===== src/rtl/gcd_arb_pkg.sv =====
// Shared types and constants for the GCD engine arbiter.
package gcd_arb_pkg;

  typedef enum logic [2:0] {
    IDLE   = 3'd0,
    LAUNCH = 3'd1,
    WAIT   = 3'd2,
    RESP   = 3'd3,
    FLUSH  = 3'd4
  } arb_state_t;

  localparam int unsigned FLUSH_CYCLES = 2;
  localparam int unsigned DEF_NREQ     = 4;
  localparam int unsigned DEF_W        = 8;
  localparam int unsigned DEF_TIMEOUT  = 600;

endpackage


===== src/rtl/gcd_arbiter_rr_pick.sv =====
// Combinational round-robin picker: first set request at or above ptr, wrapping.
module rr_pick
  import gcd_arb_pkg::*;
#(
  parameter int unsigned NREQ = DEF_NREQ,
  parameter int unsigned IW   = $clog2(NREQ)
) (
  input  logic [NREQ-1:0] req,
  input  logic [IW-1:0]   ptr,
  output logic [IW-1:0]   idx,
  output logic            any
);

  logic [NREQ-1:0] rot;
  logic [IW:0]     sum;

  // Rotate so bit 0 is the requester at ptr, then take the lowest set bit.
  always_comb begin
    rot = NREQ'({req, req} >> ptr);
    idx = '0;
    any = 1'b0;
    sum = '0;
    for (int unsigned i = 0; i < NREQ; i++) begin
      if (!any && rot[i]) begin
        any = 1'b1;
        sum = {1'b0, ptr} + (IW+1)'(i);
        if (sum >= (IW+1)'(NREQ)) begin
          sum = sum - (IW+1)'(NREQ);
        end
        idx = sum[IW-1:0];
      end
    end
  end

endmodule


===== src/rtl/gcd_arbiter.sv =====
// Round-robin owner of a single GCD engine: launches, collects results,
// and resets the engine through a watchdog when it hangs.
module gcd_arbiter
  import gcd_arb_pkg::*;
#(
  parameter int unsigned NREQ    = DEF_NREQ,
  parameter int unsigned W       = DEF_W,
  parameter int unsigned TIMEOUT = DEF_TIMEOUT
) (
  input  logic            CLK,
  input  logic            RST,
  input  logic [NREQ-1:0] REQ,
  input  logic [NREQ*W-1:0] REQ_A,
  input  logic [NREQ*W-1:0] REQ_B,
  output logic [NREQ-1:0] GNT,
  output logic [NREQ-1:0] RSP_VALID,
  output logic [W-1:0]    RSP_Y,
  output logic            RSP_ERR,
  output logic            RSP_TIMEOUT,
  output logic            ENG_START,
  output logic [W-1:0]    ENG_A,
  output logic [W-1:0]    ENG_B,
  output logic            ENG_RST_N,
  input  logic [W-1:0]    ENG_Y,
  input  logic            ENG_DONE,
  input  logic            ENG_ERROR
);

  localparam int unsigned IW = $clog2(NREQ);
  localparam int unsigned CW = $clog2(TIMEOUT);
  localparam int unsigned FW = $clog2(FLUSH_CYCLES);

  arb_state_t      state_q, state_n;
  logic [IW-1:0]   ptr_q, ptr_n;
  logic [IW-1:0]   idx_q, idx_n;
  logic [CW-1:0]   cnt_q, cnt_n;
  logic [FW-1:0]   fcnt_q, fcnt_n;
  logic [NREQ-1:0] gnt_q, gnt_n;
  logic [NREQ-1:0] rsp_valid_q, rsp_valid_n;
  logic [W-1:0]    rsp_y_q, rsp_y_n;
  logic            rsp_err_q, rsp_err_n;
  logic            rsp_to_q, rsp_to_n;
  logic            eng_start_q, eng_start_n;
  logic [W-1:0]    eng_a_q, eng_a_n;
  logic [W-1:0]    eng_b_q, eng_b_n;
  logic            eng_rst_n_q, eng_rst_n_n;

  logic [IW-1:0]   pick_idx;
  logic            pick_any;
  logic [W-1:0]    a_arr [NREQ];
  logic [W-1:0]    b_arr [NREQ];

  function automatic logic [NREQ-1:0] onehot(input logic [IW-1:0] i);
    return NREQ'(1) << i;
  endfunction

  rr_pick #(
    .NREQ (NREQ),
    .IW   (IW)
  ) u_rr_pick (
    .req (REQ),
    .ptr (ptr_q),
    .idx (pick_idx),
    .any (pick_any)
  );

  always_comb begin
    for (int unsigned i = 0; i < NREQ; i++) begin
      a_arr[i] = REQ_A[i*W +: W];
      b_arr[i] = REQ_B[i*W +: W];
    end
  end

  // Next-state and next-output logic; every output has a registered copy.
  always_comb begin
    state_n     = state_q;
    ptr_n       = ptr_q;
    idx_n       = idx_q;
    cnt_n       = cnt_q;
    fcnt_n      = fcnt_q;
    gnt_n       = gnt_q;
    rsp_valid_n = '0;
    rsp_y_n     = rsp_y_q;
    rsp_err_n   = rsp_err_q;
    rsp_to_n    = rsp_to_q;
    eng_start_n = 1'b0;
    eng_a_n     = eng_a_q;
    eng_b_n     = eng_b_q;
    eng_rst_n_n = 1'b1;

    case (state_q)
      IDLE: begin
        if (pick_any) begin
          idx_n       = pick_idx;
          eng_a_n     = a_arr[pick_idx];
          eng_b_n     = b_arr[pick_idx];
          gnt_n       = onehot(pick_idx);
          eng_start_n = 1'b1;
          state_n     = LAUNCH;
        end
      end
      LAUNCH: begin
        cnt_n   = '0;
        state_n = WAIT;
      end
      WAIT: begin
        // A strobe on the expiry cycle still counts as a normal completion.
        if (ENG_DONE || ENG_ERROR) begin
          rsp_y_n     = ENG_Y;
          rsp_err_n   = ENG_ERROR;
          rsp_to_n    = 1'b0;
          rsp_valid_n = onehot(idx_q);
          state_n     = RESP;
        end else if (cnt_q == CW'(TIMEOUT - 1)) begin
          fcnt_n      = '0;
          eng_rst_n_n = 1'b0;
          state_n     = FLUSH;
        end else begin
          cnt_n = cnt_q + CW'(1);
        end
      end
      FLUSH: begin
        if (fcnt_q == FW'(FLUSH_CYCLES - 1)) begin
          rsp_y_n     = '0;
          rsp_err_n   = 1'b1;
          rsp_to_n    = 1'b1;
          rsp_valid_n = onehot(idx_q);
          state_n     = RESP;
        end else begin
          eng_rst_n_n = 1'b0;
          fcnt_n      = fcnt_q + FW'(1);
        end
      end
      RESP: begin
        gnt_n   = '0;
        ptr_n   = (idx_q == IW'(NREQ - 1)) ? '0 : idx_q + IW'(1);
        state_n = IDLE;
      end
      default: begin
        state_n = IDLE;
      end
    endcase
  end

  always_ff @(posedge CLK) begin
    if (RST) begin
      state_q     <= IDLE;
      ptr_q       <= '0;
      idx_q       <= '0;
      cnt_q       <= '0;
      fcnt_q      <= '0;
      gnt_q       <= '0;
      rsp_valid_q <= '0;
      rsp_y_q     <= '0;
      rsp_err_q   <= 1'b0;
      rsp_to_q    <= 1'b0;
      eng_start_q <= 1'b0;
      eng_a_q     <= '0;
      eng_b_q     <= '0;
      eng_rst_n_q <= 1'b0;
    end else begin
      state_q     <= state_n;
      ptr_q       <= ptr_n;
      idx_q       <= idx_n;
      cnt_q       <= cnt_n;
      fcnt_q      <= fcnt_n;
      gnt_q       <= gnt_n;
      rsp_valid_q <= rsp_valid_n;
      rsp_y_q     <= rsp_y_n;
      rsp_err_q   <= rsp_err_n;
      rsp_to_q    <= rsp_to_n;
      eng_start_q <= eng_start_n;
      eng_a_q     <= eng_a_n;
      eng_b_q     <= eng_b_n;
      eng_rst_n_q <= eng_rst_n_n;
    end
  end

  assign GNT         = gnt_q;
  assign RSP_VALID   = rsp_valid_q;
  assign RSP_Y       = rsp_y_q;
  assign RSP_ERR     = rsp_err_q;
  assign RSP_TIMEOUT = rsp_to_q;
  assign ENG_START   = eng_start_q;
  assign ENG_A       = eng_a_q;
  assign ENG_B       = eng_b_q;
  assign ENG_RST_N   = eng_rst_n_q;

endmodule


===== config.mk =====
export PLATFORM = sky130hd
export DESIGN_NAME = gcd_arbiter
export DESIGN_NICKNAME = d
export VERILOG_FILES = /design/src/rtl/gcd_arb_pkg.sv /design/src/rtl/gcd_arbiter_rr_pick.sv /design/src/rtl/gcd_arbiter.sv
export SDC_FILE = /design/constraint.sdc
export NUM_CORES = 1
export LEC_CHECK = 0
export BUFFER_PORTS_ARGS = -buffer_cell sky130_fd_sc_hd__buf_2
export CORE_MARGIN = 1.5
export CORE_UTILIZATION = 50
export CTS_BUF_LIST = sky130_fd_sc_hd__clkbuf_4 sky130_fd_sc_hd__clkbuf_8 sky130_fd_sc_hd__clkbuf_16
export DETAILED_ROUTE_END_ITERATION = 12
export HOLD_SLACK_MARGIN = 0.15
export PLACE_DENSITY_LB_ADDON = 0.12
export SLEW_MARGIN = 20
export SYNTH_ARGS = -nofsm -noshare
export SYNTH_HDL_FRONTEND = slang
export SYNTH_SLANG_ARGS = --single-unit

===== constraint.sdc =====
create_clock -name CLK -period 4.3 [get_ports CLK]
set_input_delay 0.215 -clock CLK [delete_from_list [all_inputs] [get_ports CLK]]
set_output_delay 0.215 -clock CLK [all_outputs]
set_load 0.01 [all_outputs]

==> key figures, run 1 <==
Pwr
  – Pleak: roughly 1.5 nW
  – Reg power frac: 47.2%
  – Pwr per Cell Area: between 300 and 400 mW/mm^2
  – Net Sw Power: roughly 0.35 mW
  – Sw Ratio: around 30%
  – Pint: 0.827 mW
  – Peak VDD IR: ~0.00021 V
  – Clock share of power: between 30% and 40%
  – Combinational Power Share: 22.5%

Die
  – I/O pin count: 116
  – Die X: between 70 and 80 microns
  – Number of cell rows: 27
  – Die area: ~0.0063 sq mm
  – Placeable Area: approximately 0.0056 sq mm
  – Starting Density: 52.4%
  – Die height: 79.4 microns

STA
  – Setup Skew: a little under 7 ps
  – Final Max Slew Viols: 0
  – Tmin final: around 2400 ps
  – Setup TNS: 0 ps
  – Final hold vios: 0
  – Fin crit share: between 50% and 60%
  – RSZ-0062 raised after global routing: false
  – Fmax: 423 MHz
  – Max-slew headroom: between 30 and 40%
  – Final setup violating endpoints: 0
  – Slew @ Worst Pin: between 900 and 1000 ps

GRT
  – Largest net degree at the start of global routing: 46
  – Total gr overflow: 0
  – Total Routing Usage GR: roughly a quarter
  – Vias in the first global route: 2676
  – Global-route wire length before repair: roughly 12 mm
  – Initial antenna violation count: 0

Yosys
  – Post-synthesis sequential area ratio: ~37%
  – Yosys cell types: 46
  – Synthesis-stage register bit count: 54
  – Yosys warns: 0
  – Synthesized area per cell: between 8 and 9 sq um
  – Synth area leaders: dfxtp_1 (37%), nor2_1 (5.9%), mux2i_1 (5.8%)
  – Synth Net Count: approximately 440
  – Synthesized area: between 0.002 and 0.003 sq mm
  – Share of the synthesized area in the top cell type: a little under two fifths
  – Mapped Cells: 350
  – Post-synth top area cell: dfxtp_1

Setup path
  – Crit path kind: reg -> reg
  – Reg-to-reg endpoint: ENG_A[7]$_SDFFE_PP0P_
  – Worst R2R Start: state_q[1]$_SDFFE_PP0P_
  – Crit-path leading delay family: simple AND/OR/NAND/NOR gates
  – Crit path launch type: register
  – CP Depth: 5
  – Cells on worst reg2reg path: 5
  – CP bufs+invs: 0
  – Endpoint type of the worst setup path: register
  – CP Cell Sequence: nor3_1 -> nand2b_1 -> nor2_1 -> nand2_1 -> o211ai_1
  – Req. time, crit path: roughly 4600 ps
  – Flop-to-flop setup slack: 1930 ps
  – Critical Path Slowest Stage Cell: nand2b_1
  – Crit-path max cell delay: approximately 540 ps
  – CP max FO: 22
  – Crit path DAT: approximately 2600 ps

Detailed routing
  – Final wirelength: about 7.3 mm
  – DR vias: 2928
  – WL per Instance: around 14 microns
  – Post-route DRC: 0
  – M1 wire length: around 3.4 mm
  – DR pass1 iterations: 4
  – Vias per std cell: about 5.6
  – ANT nets after route: 0
  – Iteration-0 DRC Markers: 91
  – Max Used Layer: met4
  – Met3 wire len: between 500 and 600 microns
  – DR WL met2: roughly 3.3 mm

Final layout
  – Fill cells: roughly 500
  – Commonest non-fill, non-tap cell in the layout: buf_2
  – Fin util: about two thirds
  – Layout net count: approximately 540
  – Area grow syn2layout: 24.4%
  – Layout cells sized above 1: 32.5%
  – N_diodes: 0
  – Most frequent cells in the layout: buf_2 (115), dfxtp_1 (54), nor2_1 (46)

Worst hold path
  – Hold_sp: REQ_B[17]
  – Worst hold path type: in -> reg
  – Hold path depth: 3
  – Endpoint, Worst Hold: ENG_B[1]$_SDFFE_PP0P_

Place
  – Dpl hpwl: approximately 5 mm
  – I/O Buffers: between 100 and 150
  – Final Wtd Congestion: around 0.83

Clock tree
  – CTS Buf Count: 5
  – CTS Root Cell: clkbuf_8
  – Clk buf depth: 2
  – Num Clock Sinks: 54
  – Clk_lat worst skew: 320 ps
  – CTS tree: done
  – H-tree depth reported by CTS: 2
  – Worst-path clk slew: roughly 100 ps

Status
  – Outcome: finished, final reports clean

Job
  – Max cap viols: 0
-- timing repair --
action,4_1_cts,5_1_grt
setup buffers,0,0
hold buffers,3,1
hold endpoints to repair,3,1
resized for setup,0,0
-- tightest hold or removal path: cells and delay by family --
family | cells | cell delay (ps)
AOI/OAI and AO/OA | 1 | 80
buffers and inverters | 1 | 80
and+or+nand+nor | 1 | 60
-- worst max path at each step --
stage / start / slack [ps] / end
2_1_floorplan: state_q[2]$_SDFFE_PP0P_ / 2490 / RSP_Y[2]$_SDFFE_PP0P_
4_1_cts: state_q[1]$_SDFFE_PP0P_ / 1930 / ENG_B[2]$_SDFFE_PP0P_
3_3_place_gp: REQ[0] / 2000 / ENG_B[2]$_SDFFE_PP0P_
3_5_place_dp: REQ[0] / 1930 / ENG_B[2]$_SDFFE_PP0P_
6_report: state_q[1]$_SDFFE_PP0P_ / 1930 / ENG_A[7]$_SDFFE_PP0P_
5_1_grt: state_q[1]$_SDFFE_PP0P_ / 1670 / ENG_B[7]$_SDFFE_PP0P_
-- synthesized netlist by cell type, drive strengths merged --
master	n
a21bo	11
nand3b	3
nor3b	4
a211o	1
nor3	6
o22a	2
o21ai	16
nor2	46
or3b	1
o211ai	5
nand2	20
a21oi	19
a221oi	11
o21a	2
buf	9
nor4b	1
or2	1
nor2b	4
clkbuf	16
ha	5
nand3	30
or3	1
a311oi	1
or4b	1
mux2i	17
nor4	4
o22ai	1
dfxtp	54
nand4	7
a211oi	11
and2	9
mux2	1
xnor2	5
o32ai	1
a21o	8
nand2b	6
and3	4
inv	6
-- metrics by stage --
step / setup WS [ps] / std cells / total power [mW] / instance area, sq um / hold slack [ps]
finish: 1930 / 524 / 1.17 / 3630 / 144
global route: 1670 / 524 / 1.23 / 3630 / 156
CTS: 1930 / 523 / 1.18 / 3620 / 151
detailed placement: 1930 / 512 / 0.827 / 3480 / 460
global placement: 2000 / 512 / 0.820 / 3480 / 451
floorplan: 2490 / 350 / 0.733 / 2920 / 361
-- logic make-up after synthesis --
family                   synth area share [%]
AO/OA/AOI/OAI                            22.0
XOR/XNOR                                 1.50
adder cells (fa/ha/maj)                  2.14
buffers and inverters                    4.59
flip-flops                               37.0
multiplexers                             6.22
AND/OR/NAND/NOR                          26.5
-- routing by layer --
| layer | vias up | GRT usage (%) |
|---|---|---|
| li1 | 1463 | - |
| met1 | 1352 | 29.9 |
| met2 | 101 | 39.1 |
| met3 | 12 | 5.83 |
| met4 | 0 | 7.54 |
| met5 | - | 0 |
-- power by group through the flow --
stage | Sequential, mW | Clock [mW] | Combinational (mW)
after global routing | 0.559 | 0.379 | 0.292
final | 0.554 | 0.355 | 0.264
after detailed placement | 0.565 | 0 | 0.261
after CTS | 0.554 | 0.357 | 0.264
after global placement | 0.564 | 0 | 0.256
after floorplan | 0.574 | 0 | 0.160
-- final cells by class --
type | instances | area [sq um] | area share, %
clock buffer | 5 | 68.8 | 1.89
clock inverter | 3 | 43.8 | 1.21
inverter | 6 | 22.5 | 0.620
multi-input combinational | 265 | 1710 | 47.1
sequential | 54 | 1080 | 29.8
tap | 72 | 90.1 | 2.48
timing repair buffer | 119 | 616 | 16.9
-- sequential cells by signal (all words and copies together), names as in the netlist, 2 cells and up --
name and flops:
cnt_q 10, GNT 4, ptr_q 2, ENG_A 8
RSP_VALID 4, ENG_B 8, idx_q 2, state_q 3
RSP_Y 8
Power figures use the tool's default switching activity.
==> inputs of run 2 (changes only) <==
--- a/config.mk
+++ b/config.mk
@@ -7,7 +7,7 @@
 export LEC_CHECK = 0
 export BUFFER_PORTS_ARGS = -buffer_cell sky130_fd_sc_hd__buf_2
 export CORE_MARGIN = 1.5
-export CORE_UTILIZATION = 50
+export CORE_UTILIZATION = 44
 export CTS_BUF_LIST = sky130_fd_sc_hd__clkbuf_4 sky130_fd_sc_hd__clkbuf_8 sky130_fd_sc_hd__clkbuf_16
 export DETAILED_ROUTE_END_ITERATION = 12
 export HOLD_SLACK_MARGIN = 0.15
==> constraint.sdc (replaced) <==
create_clock -name CLK -period 2.09 [get_ports CLK]
set_input_delay 0.1045 -clock CLK [delete_from_list [all_inputs] [get_ports CLK]]
set_output_delay 0.1045 -clock CLK [all_outputs]
set_load 0.01 [all_outputs]
==> key figures, run 2 (synthesis results as in run 1) <==
Setup path
  – Worst R2R Start: cnt_q[5]$_SDFFE_PP0P_
  – Req. time, crit path: 2330 ps (-2220 ps)
  – Crit path launch type: register
  – Worst setup path start: cnt_q[5]$_SDFFE_PP0P_
  – Endpoint type of the worst setup path: register
  – Crit path kind: reg -> reg
  – Crit path DAT: 2170 ps (-440 ps)
  – CP max FO: 9 (-59%)

STA
  – Fmax: 518 MHz (+23%)
  – Setup TNS: 0 ps (unchanged)
  – Setup Skew: 7.16 ps (+0.237 ps)
  – Final setup violating endpoints: 0 (unchanged)
  – Tmin final: 1930 ps (-438 ps)
  – Max-slew headroom: 64.2% (+28 points)
  – Final hold vios: 0 (unchanged)
  – Final Max Slew Viols: 0 (unchanged)
  – Slew @ Worst Pin: 533 ps (-418 ps)
  – RSZ-0062 raised after global routing: false
  – Setup WS post-layout: 161 ps (-1770 ps)
  – Fin crit share: 92.3% (+37 points)

Die
  – Die area: 0.00713 sq mm (+13%)
  – Die X: 84.5 microns (+6.4%)
  – Placeable Area: 0.00639 sq mm (+15%)
  – Starting Density: 45.7% (-6.7 points)
  – I/O pin count: 116 (unchanged)
  – Number of cell rows: 29 (+7.4%)
  – Die height: 84.5 microns (+6.4%)

GRT
  – Total gr overflow: 0 (unchanged)
  – Total Routing Usage GR: 22.1% (-1.4 points)
  – Largest net degree at the start of global routing: 31 (-33%)
  – Vias in the first global route: 2924 (+9.3%)
  – Global-route wire length before repair: 13.1 mm (+11%)
  – Initial antenna violation count: 0 (unchanged)

Final layout
  – Area grow syn2layout: 35.4%
  – FF/Latch Area: 0.00108 sq mm (unchanged)
  – Multi-input gate area: 0.00171 sq mm (+0.22%)
  – Layout net count: 571 (+6.5%)
  – Max reg flops: 10 (unchanged)
  – Final Instance Count excl. Fillers: 564 (+7.6%)
  – Fill cells: 545 (+8.8%)
  – Commonest non-fill, non-tap cell in the layout: buf_2
  – Most frequent cells in the layout: buf_2 (115), dfxtp_1 (54), nor2_1 (46)
  – Design area: 0.00395 sq mm (+8.8%)
  – Layout cells sized above 1: 33.7% (+1.2 points)
  – N_diodes: 0 (unchanged)
  – Most flops, register: cnt_q

Clock tree
  – CTS tree: done
  – Postcts setup bufs: 0 (unchanged)
  – H-tree depth reported by CTS: 2 (unchanged)
  – Num Clock Sinks: 54 (unchanged)
  – Clk buf depth: 2 (unchanged)
  – Clk_lat worst skew: 310 ps (about the same)
  – CTS Root Cell: clkbuf_8
  – CTS Buf Count: 5 (unchanged)
  – Worst-path clk slew: 100 ps (about the same)

Detailed routing
  – Met3 wire len: 550 microns (+9.1%)
  – DR pass1 iterations: 4 (unchanged)
  – M1 wire length: 3.50 mm (+2.5%)
  – WL per Instance: 13.9 microns (-0.92%)
  – Iteration-0 DRC Markers: 132 (+45%)
  – Post-route DRC: 0 (unchanged)
  – Vias per std cell: 5.37 (-3.8%)
  – ANT nets after route: 0 (unchanged)
  – DR WL met2: 3.67 mm (+11%)
  – Max Used Layer: met4
  – Final wirelength: 7.82 mm (+6.6%)
  – DR vias: 3031 (+3.5%)

Pwr
  – Final Power: 2.47 mW (+110%)
  – Peak VDD IR: 0.000335 V (+56%)
  – Pwr per Cell Area: 625 mW/mm^2 (+93%)
  – Pleak: 1.70 nW (+10%)

Worst hold path
  – Hold_sp: REQ_B[12]
  – Worst hold path type: in -> reg

Place
  – Placement Setup Slack: 157 ps (-1770 ps)
  – Dpl hpwl: 5.47 mm (+7.0%)
  – I/O Buffers: 115 (unchanged)
  – Final Wtd Congestion: 0.796 (-3.9%)
  – DP Cell Count: 533 (+4.1%)
  – Cell Area, Placed: 0.00360 sq mm (+3.5%)

Status
  – Outcome: finished, final reports clean

Job
  – Max cap viols: 0 (unchanged)
==> run 2: cell count changes in the layout (fill, tap and decap cells not counted) <==
cell,previous run,this run
o22ai_2,0,1
o22ai_1,1,0
o22a_1,2,1
o21ai_1,1,2
o22a_2,0,1
dlygate4sd3_1,4,23
buf_4,0,16
o21ai_2,1,0
==> run 2: critical path, stage by stage (launching register included) <==
cell and delay [ps]:
dfxtp_1 370, or4b_4 570, nor4_4 490, nor3b_2 140, a21o_1 180, a21oi_1 110
==> run 2: where the power goes <==
group          switching [mW]  internal (mW)  leakage (nW)  total [mW]
Sequential             0.0434           1.10         0.441        1.14
Combinational           0.312          0.300          1.20       0.612
Clock                   0.357          0.360        0.0585       0.717
Total                   0.712           1.76          1.70        2.47
==> run 2: per-layer routing <==
metal / vias to the layer above / global-route usage, %
met1: 1389 / 28.9
met3: 10 / 4.52
met5: - / 0
li1: 1526 / -
met4: 0 / 4.55
met2: 106 / 37.9
==> run 2: timing repair <==
action | 4_1_cts | 5_1_grt
endpoints found under the setup margin | 0 | 5
hold buffers | 23 | 0
hold endpoints to repair | 13 | 0
resized for setup | 0 | 2
==> run 2: path summary, 6_finish.rpt <==
check | end | slack (ps) | depth (start not counted)
min | ENG_B[4]$_SDFFE_PP0P_ | 160 | 4
max | cnt_q[9]$_SDFFE_PP0P_ | 160 | 5
max reg2reg | cnt_q[9]$_SDFFE_PP0P_ | 160 | 5
min reg2reg | GNT[1]$_SDFFE_PP0P_ | 460 | 2
==> run 2: layout make-up <==
type	instances	share of cell area (%)
multi-input combinational	265	43.4
sequential	54	27.4
timing repair buffer	154	23.4
tap	77	2.44
clock buffer	5	1.74
clock inverter	3	1.11
inverter	6	0.570
==> run 2: stage by stage <==
stage / hold slack [ps] / utilization (%)
global placement: 352 / 56.4
floorplan: 250 / -
CTS: 154 / 61.8
finish: 159 / 61.9
global route: 168 / 61.9
detailed placement: 362 / 56.4
